$ cat src/rtl/square_wave_period_detector.sv
// Square-wave period detector: thresholds an unsigned 16-bit audio stream with
// hysteresis, then times rising-to-rising (period) and rising-to-falling
// (high time) distances in clk cycles. It flags lock when consecutive periods
// agree within TOLERANCE and pulses timeout when no rising edge arrives for
// MAX_PERIOD cycles.
module square_wave_period_detector #(
  parameter int unsigned CLOCK_RATE  = 50000000,
  parameter logic [15:0] THRESH_HIGH = 16'hC000,
  parameter logic [15:0] THRESH_LOW  = 16'h4000,
  parameter int unsigned MAX_PERIOD  = CLOCK_RATE,
  parameter int unsigned TOLERANCE   = 8
) (
  input  logic        clk,
  input  logic        reset_n,
  input  logic        audio_clk_en,
  input  logic [15:0] in,
  output logic [31:0] period,
  output logic [31:0] high_time,
  output logic        valid,
  output logic        locked,
  output logic        timeout
);

  localparam logic [31:0] LP_MAX = 32'(MAX_PERIOD);
  localparam logic [32:0] LP_TOL = 33'(TOLERANCE);

  typedef enum logic [1:0] {
    StSeek,
    StMeasure,
    StTrack
  } state_t;

  // Level tracking
  logic        r_lvl;
  logic        r_lvl_d;
  logic        w_lvl_next;
  logic        w_rise;
  logic        w_fall;

  // Cycle counters
  logic [31:0] r_cnt;
  logic [31:0] w_cnt_next;
  logic [31:0] r_hi_cnt;
  logic [31:0] w_hi_cnt_next;
  logic        w_cnt_sat;

  // Lock comparison
  logic [31:0] r_prev;
  logic [31:0] w_prev_next;
  logic [32:0] w_diff;

  // FSM and registered outputs
  state_t      r_state;
  state_t      w_state_next;
  logic [31:0] r_period;
  logic [31:0] w_period_next;
  logic [31:0] r_high_time;
  logic [31:0] w_high_time_next;
  logic        r_valid;
  logic        w_valid_next;
  logic        r_locked;
  logic        w_locked_next;
  logic        r_timeout;
  logic        w_timeout_next;

  // Hysteresis slicer: only strobed samples can move the level, and values in
  // the dead band between the thresholds leave it unchanged.
  always_comb begin
    w_lvl_next = r_lvl;
    if (audio_clk_en) begin
      if (in >= THRESH_HIGH) begin
        w_lvl_next = 1'b1;
      end else if (in <= THRESH_LOW) begin
        w_lvl_next = 1'b0;
      end
    end
  end

  assign w_rise = r_lvl & ~r_lvl_d;
  assign w_fall = ~r_lvl & r_lvl_d;

  // Level register and its one-cycle delay used for edge detection.
  always_ff @(posedge clk) begin
    if (!reset_n) begin
      r_lvl   <= 1'b0;
      r_lvl_d <= 1'b0;
    end else begin
      r_lvl   <= w_lvl_next;
      r_lvl_d <= r_lvl;
    end
  end

  assign w_cnt_sat = (r_cnt >= LP_MAX);

  // Cycle counter restarts at 1 on a rise so that it reads the full distance
  // at the next edge; it parks at MAX_PERIOD while the signal is absent.
  always_comb begin
    w_cnt_next = r_cnt;
    if (w_rise) begin
      w_cnt_next = 32'd1;
    end else if (!w_cnt_sat) begin
      w_cnt_next = r_cnt + 32'd1;
    end
  end

  // High time is the count at the falling edge; held if no fall occurs.
  always_comb begin
    w_hi_cnt_next = r_hi_cnt;
    if (w_fall) begin
      w_hi_cnt_next = r_cnt;
    end
  end

  // Counter registers.
  always_ff @(posedge clk) begin
    if (!reset_n) begin
      r_cnt    <= 32'd0;
      r_hi_cnt <= 32'd0;
    end else begin
      r_cnt    <= w_cnt_next;
      r_hi_cnt <= w_hi_cnt_next;
    end
  end

  // Absolute period difference, widened by one bit so it can never wrap.
  always_comb begin
    if (r_cnt >= r_prev) begin
      w_diff = {1'b0, r_cnt} - {1'b0, r_prev};
    end else begin
      w_diff = {1'b0, r_prev} - {1'b0, r_cnt};
    end
  end

  // Next-state and output logic; a rise takes priority over a saturated count
  // so a period of exactly MAX_PERIOD is still reported as a measurement.
  always_comb begin
    w_state_next     = r_state;
    w_period_next    = r_period;
    w_high_time_next = r_high_time;
    w_valid_next     = 1'b0;
    w_locked_next    = r_locked;
    w_timeout_next   = 1'b0;
    w_prev_next      = r_prev;
    case (r_state)
      StSeek: begin
        if (w_rise) begin
          w_state_next = StMeasure;
        end
      end
      StMeasure: begin
        if (w_rise) begin
          w_period_next    = r_cnt;
          w_high_time_next = r_hi_cnt;
          w_valid_next     = 1'b1;
          w_prev_next      = r_cnt;
          w_locked_next    = 1'b0;
          w_state_next     = StTrack;
        end else if (w_cnt_sat) begin
          w_timeout_next   = 1'b1;
          w_period_next    = 32'd0;
          w_high_time_next = 32'd0;
          w_locked_next    = 1'b0;
          w_state_next     = StSeek;
        end
      end
      StTrack: begin
        if (w_rise) begin
          w_period_next    = r_cnt;
          w_high_time_next = r_hi_cnt;
          w_valid_next     = 1'b1;
          w_prev_next      = r_cnt;
          w_locked_next    = (w_diff <= LP_TOL);
        end else if (w_cnt_sat) begin
          w_timeout_next   = 1'b1;
          w_period_next    = 32'd0;
          w_high_time_next = 32'd0;
          w_locked_next    = 1'b0;
          w_state_next     = StSeek;
        end
      end
      default: begin
        w_state_next = StSeek;
      end
    endcase
  end

  // State and output registers; reset discards any partial measurement.
  always_ff @(posedge clk) begin
    if (!reset_n) begin
      r_state     <= StSeek;
      r_period    <= 32'd0;
      r_high_time <= 32'd0;
      r_valid     <= 1'b0;
      r_locked    <= 1'b0;
      r_timeout   <= 1'b0;
      r_prev      <= 32'd0;
    end else begin
      r_state     <= w_state_next;
      r_period    <= w_period_next;
      r_high_time <= w_high_time_next;
      r_valid     <= w_valid_next;
      r_locked    <= w_locked_next;
      r_timeout   <= w_timeout_next;
      r_prev      <= w_prev_next;
    end
  end

  assign period    = r_period;
  assign high_time = r_high_time;
  assign valid     = r_valid;
  assign locked    = r_locked;
  assign timeout   = r_timeout;

endmodule
$ cat config.mk
export PLATFORM = sky130hd
export DESIGN_NAME = square_wave_period_detector
export DESIGN_NICKNAME = d
export VERILOG_FILES = /design/src/rtl/square_wave_period_detector.sv
export SDC_FILE = /design/constraint.sdc
export NUM_CORES = 1
export LEC_CHECK = 0
export ABC_AREA = 1
export BUFFER_PORTS_ARGS = -buffer_cell sky130_fd_sc_hd__buf_2
export CAP_MARGIN = 30
export CORE_MARGIN = 5
export CORE_UTILIZATION = 51
export CTS_CLUSTER_SIZE = 28
export DETAILED_ROUTE_END_ITERATION = 10
export PLACE_DENSITY = 0.69
export SYNTH_ARGS = -nofsm -noshare
export SYNTH_HDL_FRONTEND = slang
export SYNTH_SLANG_ARGS = --single-unit
$ cat constraint.sdc
create_clock -name clk -period 4.75 [get_ports clk]
set_input_delay 0.95 -clock clk [delete_from_list [all_inputs] [get_ports clk]]
set_output_delay 0.95 -clock clk [all_outputs]
set_load 0.03 [all_outputs]
* Yosys cells after proc, flatten, opt, wreduce, memory -nomap -nowiden
Cells that the tools add are included.
Word-level totals: bits of input ports 19, logic and storage cells 62, register bits 167, output and inout port bits 67
Operators by class: add/subtract/negate cells 3, equality and inequality tests 5, order comparisons 5, reductions and logical operators 12, multiplexer cells 19, bitwise logic cells 6
Operator list (number):
- 32-bit 2-to-1 mux | 3
- 32-bit by 32-bit subtractor with 33-bit output | 2
- 33-bit by 4-bit <= comparator with 1-bit output (second input constant) | 1
- 33-bit 2-to-1 mux | 1
- 32-bit by 1-bit adder with 32-bit output (second input constant) | 1
- 32-bit by 26-bit greater-or-equal comparator with 1-bit output (second input constant) | 1
- 32-bit greater-or-equal comparator | 1
- 16-bit greater-or-equal comparator (second input constant) | 1
- 16-bit by 15-bit <= comparator with 1-bit output (second input constant) | 1
- 2-bit AND reduction | 5
- 1-bit 2-to-1 mux | 9
- 2-bit 2-to-1 mux | 4
- 2-bit != test (second input constant) | 3
- 2-bit one-hot mux with 3 select lines | 1
- 2-bit nonzero test | 3
- 1-bit NOT | 4
- 2-bit OR reduction | 2
- 3-bit OR reduction | 1
- 1-bit bitwise AND | 2
- 2-bit by 1-bit == test with 1-bit output (second input constant) | 1
- 2-bit == test (second input constant) | 1
- 2-bit zero test | 1
- 1-bit one-hot mux with 2 select lines | 1

* Longest topological paths before layout
word-level depth 5, depth in mapped cells 23, gate-level depth less buffers 22

* Least setup slack after synthesis
Ideal clock, no wire load.
kind reg2reg, from register r_cnt[16], to register r_locked (netlist: locked), path buffers 1, clock period less this slack 2.422 ns, setup time 0.067 ns, required time 4.683 ns, data arrival time 2.354 ns, setup slack 2.328 ns, stages on the path, launching flop included 19, cell sequence dfxtp_1 -> inv_1 -> ha_1 -> nand2_2 -> inv_1 -> nand2_1 -> nand2_1 -> inv_1 -> nand2_1 -> nor2_2 -> nand2_4 -> a21oi_4 -> buf_6 -> nand3_1 -> nand2_1 -> nand2_1 -> nor3_1 -> nand3_1 -> a21oi_2
On the way: word-level cells in the longest chain between the ends 5, elaborated cells between the ends (all ways) 10, classes of those cells add/sub (2); order compare (3); mux (5)
Ends and longest elaborated chain:
- from (decl) | RTL line 41 | logic [31:0] r_cnt;
- from (signal assigned) | RTL line 120 | r_cnt <= w_cnt_next;
- 32-bit by 32-bit subtractor with 33-bit output (tied with other cells) | RTL line 130 | w_diff = {1'b0, r_prev} - {1'b0, r_cnt};
- 33-bit 2-to-1 mux | RTL line 127 | if (r_cnt >= r_prev) begin
- 33-bit by 4-bit <= comparator with 1-bit output | RTL line 172 | w_locked_next = (w_diff <= LP_TOL);
- 1-bit 2-to-1 mux | RTL line 167 | if (w_rise) begin
- 1-bit one-hot mux with 2 select lines (*) | RTL line 144 | case (r_state)
- to (signal assigned) | RTL line 202 | r_locked <= w_locked_next;
- to (decl) | RTL line 61 | logic r_locked;
Mark *: on every way between the ends. The rest lies on a longest branch, timed or not. A chain may end at the register's enable or synchronous reset.

* Final worst setup path
from register r_cnt[19], to register r_locked (netlist: locked)
Same word-level chain as after synthesis.

==> qor_table.md <==
| Stage | Parameter | This run |
| --- | --- | --- |
| global routing | Maximum number of pins on one net before global-route repair | 68 |
| clock tree | Postcts setup bufs | 0 |
| yosys | Post-synthesis cell type count | 41 |
| yosys | Share of synthesized area occupied by flip-flops and latches | 0.297 |
| routing | Per-cell routed wire length | 17.6 um |
| routing | Vias per inst | 5.48 |
| hold path | Class of the tightest hold or removal check | register to register |
| critical path | Kind of launch point of the worst setup path | register |
| placed design | Count of port buffers added during placement | 85 |
| hold path | Worst Hold Path EP | r_lvl_d$_SDFF_PN0_ |
| clock tree | Clock Tree Root | clkbuf_16 |
| cells and area | Final std cells w/o fill | 2158 |
| routing | Total wire length after detailed routing | 38.1 mm |
| yosys | Cell types occupying the most area after synthesis | dfxtp_1 (30%), nand2_1 (21%), inv_1 (8.7%) |
| cells and area | Fill count | 2229 |
| timing | Slew margin rel. | 0.418 |
| timing | Setup TNS | 0 ns |
| timing | Final worst-path cycle share | 0.694 |
| timing | Number of endpoints with negative hold slack in the final report | 0 |
| floorplanning | Core Box Area | 21800 sq um |
| power and ir drop | Max IR drop VDD | 0.178 mV |
| placed design | Final HPWL DP | 29.9 mm |
| clock tree | TritonCTS clock tree | done |
| yosys | Instance count of the mapped netlist | 1804 |
| critical path | Largest stage delay on the critical path | 0.54 ns |
| critical path | Endpoint type of the worst setup path | register |
| critical path | Critical Path, Cell by Cell | inv_1 > ha_1 > nand2_1 > nor2_1 > nand2_1 > nor2_1 > nand2_1 > nand3_1 > nand2_1 > nand2_1 > nand2_1 > nand2_1 > inv_1 > nor2_1 > nand2_1 > nor2_1 > nand3_1 > a21oi_2 |
| cells and area | Area added between synthesis and finish | 11.0% |
| critical path | Number of cells traversed by the worst register-to-register path | 18 |
| placed design | Total placed instance area | 11900 sq um |
| floorplanning | Area of the die | 25200 sq um |
| critical path | Cell repeated most along the worst path | nand2_1 |
| critical path | Endpoint of the worst-slack reg-to-reg timing path | locked$_SDFFE_PN0N_ |
| floorplanning | Floorplan die height | 159 um |
| critical path | Cell with the largest stage delay on the worst path | ha_1 |
| clock tree | Gates resized, CTS repair | 0 |
| cells and area | Antenna cells | 0 |
| global routing | GR Util All Layers | 0.303 |
| clock tree | CTS clock-pin slew for the worst setup and hold paths | 0.09 ns |
| timing | Post-route clock skew | 0.0165 ns |
| placed design | GP Congestion | 0.976 |
| routing | Pre-Repair DR Iteration Count | 6 |
| power and ir drop | PwrDens | 271 nW/um^2 |
| timing | Worst-Margin Slew | 0.867 ns |
| critical path | FF-to-FF Start | r_cnt[19]$_SDFFE_PP0N_ |
| floorplanning | Row count | 54 |
| critical path | Data required, critical path | 5.12 ns |
| clock tree | Hold buffer count at cts | 0 |
| yosys | Synth Cell Area | 11300 sq um |
| critical path | Crit path arrival time | 3.67 ns |
| critical path | Classification of the worst setup path | register to register |
| yosys | Synthesized Nets | 1893 |
| timing | Final Max Slew Viols | 0 |
| yosys | Post-synthesis cell type with the largest combined area | dfxtp_1 |
| cells and area | Area used by sequential logic in the layout | 3340 sq um |
| yosys | Yosys Warn Count | 0 |
| critical path | Largest fanout on the critical path | 7 |
| critical path | Setup slack on the worst flop-to-flop path | 1.45 ns |
| global routing | Via count of the first global-routing pass | 10873 |
| floorplanning | Die Width | 159 um |
| hold path | HP Start | r_lvl$_SDFFE_PN0P_ |
| clock tree | Maximum buffer depth of the clock tree | 2 |
| cells and area | Area of the multi-input gates | 6670 sq um |
| yosys | Area share of the leading cell type in the synthesized netlist | 0.297 |
| cells and area | Highest-count cells in the layout ignoring fill and taps | nand2_1 (636), inv_1 (260), a21oi_1 (169) |
| global routing | Antenna violations before repair | 0 |
| floorplanning | Number of top-level pins | 86 |
| global routing | Wire length of the first global-routing pass | 59.4 mm |
| routing | DRC Markers | 0 |
| timing | Clock period minus worst slack | 3.30 ns |
| job | Max Cap Viol | 0 |
| status | Status | finished clean |
| routing | Post-route antenna net violation count | 0 |
| clock tree | Number of clock sinks | 167 |
| clock tree | Number of levels the H-tree was split into | 4 |
| timing | Final setup violation count | 0 |
| clock tree | Total clock buffers created by CTS | 17 |
| power and ir drop | Overall Power | 0.00339 W |
| floorplanning | Initial Utilization | 0.518 |
| cells and area | Most common cell after layout, fill and taps aside | nand2_1 |
| clock tree | Clock insertion delay at the later pin of the skew report | 0.44 ns |
| routing | Iter 0 DRT Violations | 1186 |
| hold path | Min-Delay Path Depth | 2 |
| cells and area | Count of nets after finishing | 1954 |
| placed design | Inst Count DP | 2126 |
| cells and area | Final instance area | 12500 sq um |
| routing | Detailed-route via count | 11834 |
| yosys | Syn Area/Cell | 6.24 sq um |
| timing | Top achievable clock speed | 303 MHz |
| cells and area | Share of post-route cells with drive strength above 1 | 0.0990 |
| power and ir drop | Static leakage power | 6.23 nW |
| timing | Unrepaired setup endpoints after global routing | false |
| global routing | Total grt overflow | 0 |
| yosys | FF+latch count, synth | 167 |
logic make-up after synthesis:
family                     Yosys count  synth area share
and+or+nand+nor                    958             0.365
AOI/OAI and AO/OA                  276             0.141
xor gates and xnor gates            11           0.00855
adders and majority gates           70            0.0778
DFF                                167             0.297
buffers and inverters              322             0.111
layout make-up:
cell class	instances	area share
Multi-Input combinational cell	1315	0.534
Sequential cell	167	0.267
Clock inverter	15	0.0146
Clock buffer	17	0.0340
Inverter	270	0.0811
Tap cell	280	0.0280
Timing Repair Buffer	94	0.0410
worst max-delay path: cells and delay by family (launching register included):
kind,cells,cell delay (ns)
AND/OR/NAND/NOR,14,1.88
buffers and inverters,2,0.24
adder cells (fa/ha/maj),1,0.54
flip-flops,1,0.46
AO/OA/AOI/OAI,1,0.13
cell usage after synthesis, drive strengths merged:
library cell	n
nand2	653
inv	268
a21oi	171
dfxtp	167
nor2	119
nand3	111
ha	70
o21ai	59
nand4	36
clkbuf	34
a32o	32
nor3	19
buf	18
xor2	11
nor4	10
o21bai	8
nor3b	5
a211oi	2
clkinv	2
o31ai	2
or2	2
and2	1
nand2b	1
nor4b	1
o21a	1
o22ai	1
flip-flops by register name (all words and copies together), names as in the netlist:
signal and count:
period 32, r_lvl 1, r_cnt 32, high_time 32
r_prev 32, locked 1, timeout 1, r_hi_cnt 32
valid 1, r_state 2, r_lvl_d 1
power by group:
group | switching (W) | internal [W] | total [W]
sequential | 0.0000108 | 0.00141 | 0.00143
clock | 0.000733 | 0.000716 | 0.00145
combinational | 0.000355 | 0.000159 | 0.000514
stage by stage:
step	utilization	setup slack (ns)	hold WS, ns
CTS	0.575	1.51	0.452
floorplan	-	2.33	0.424
detailed placement	0.547	1.53	0.450
global route	0.575	1.21	0.478
finish	0.575	1.45	0.452
global placement	0.545	1.51	0.441
layer usage:
metal | track usage | part of all wire | vias up
met4 | 0.0963 | 0.027 | 0
met5 | 0 | 0 | -
met2 | 0.464 | 0.43 | 432
met3 | 0.0353 | 0.063 | 56
met1 | 0.443 | 0.48 | 5456
li1 | - | - | 5890
worst max path at each step:
stage	start	endpoint
after detailed placement	r_cnt[19]$_SDFFE_PP0N_	locked$_SDFFE_PN0N_
after floorplan	r_cnt[16]$_SDFFE_PP0N_	locked$_SDFFE_PN0N_
after global routing	r_cnt[19]$_SDFFE_PP0N_	locked$_SDFFE_PN0N_
final	r_cnt[19]$_SDFFE_PP0N_	locked$_SDFFE_PN0N_
after global placement	r_cnt[19]$_SDFFE_PP0N_	locked$_SDFFE_PN0N_
after CTS	r_cnt[19]$_SDFFE_PP0N_	locked$_SDFFE_PN0N_
Power figures use the tool's default switching activity.
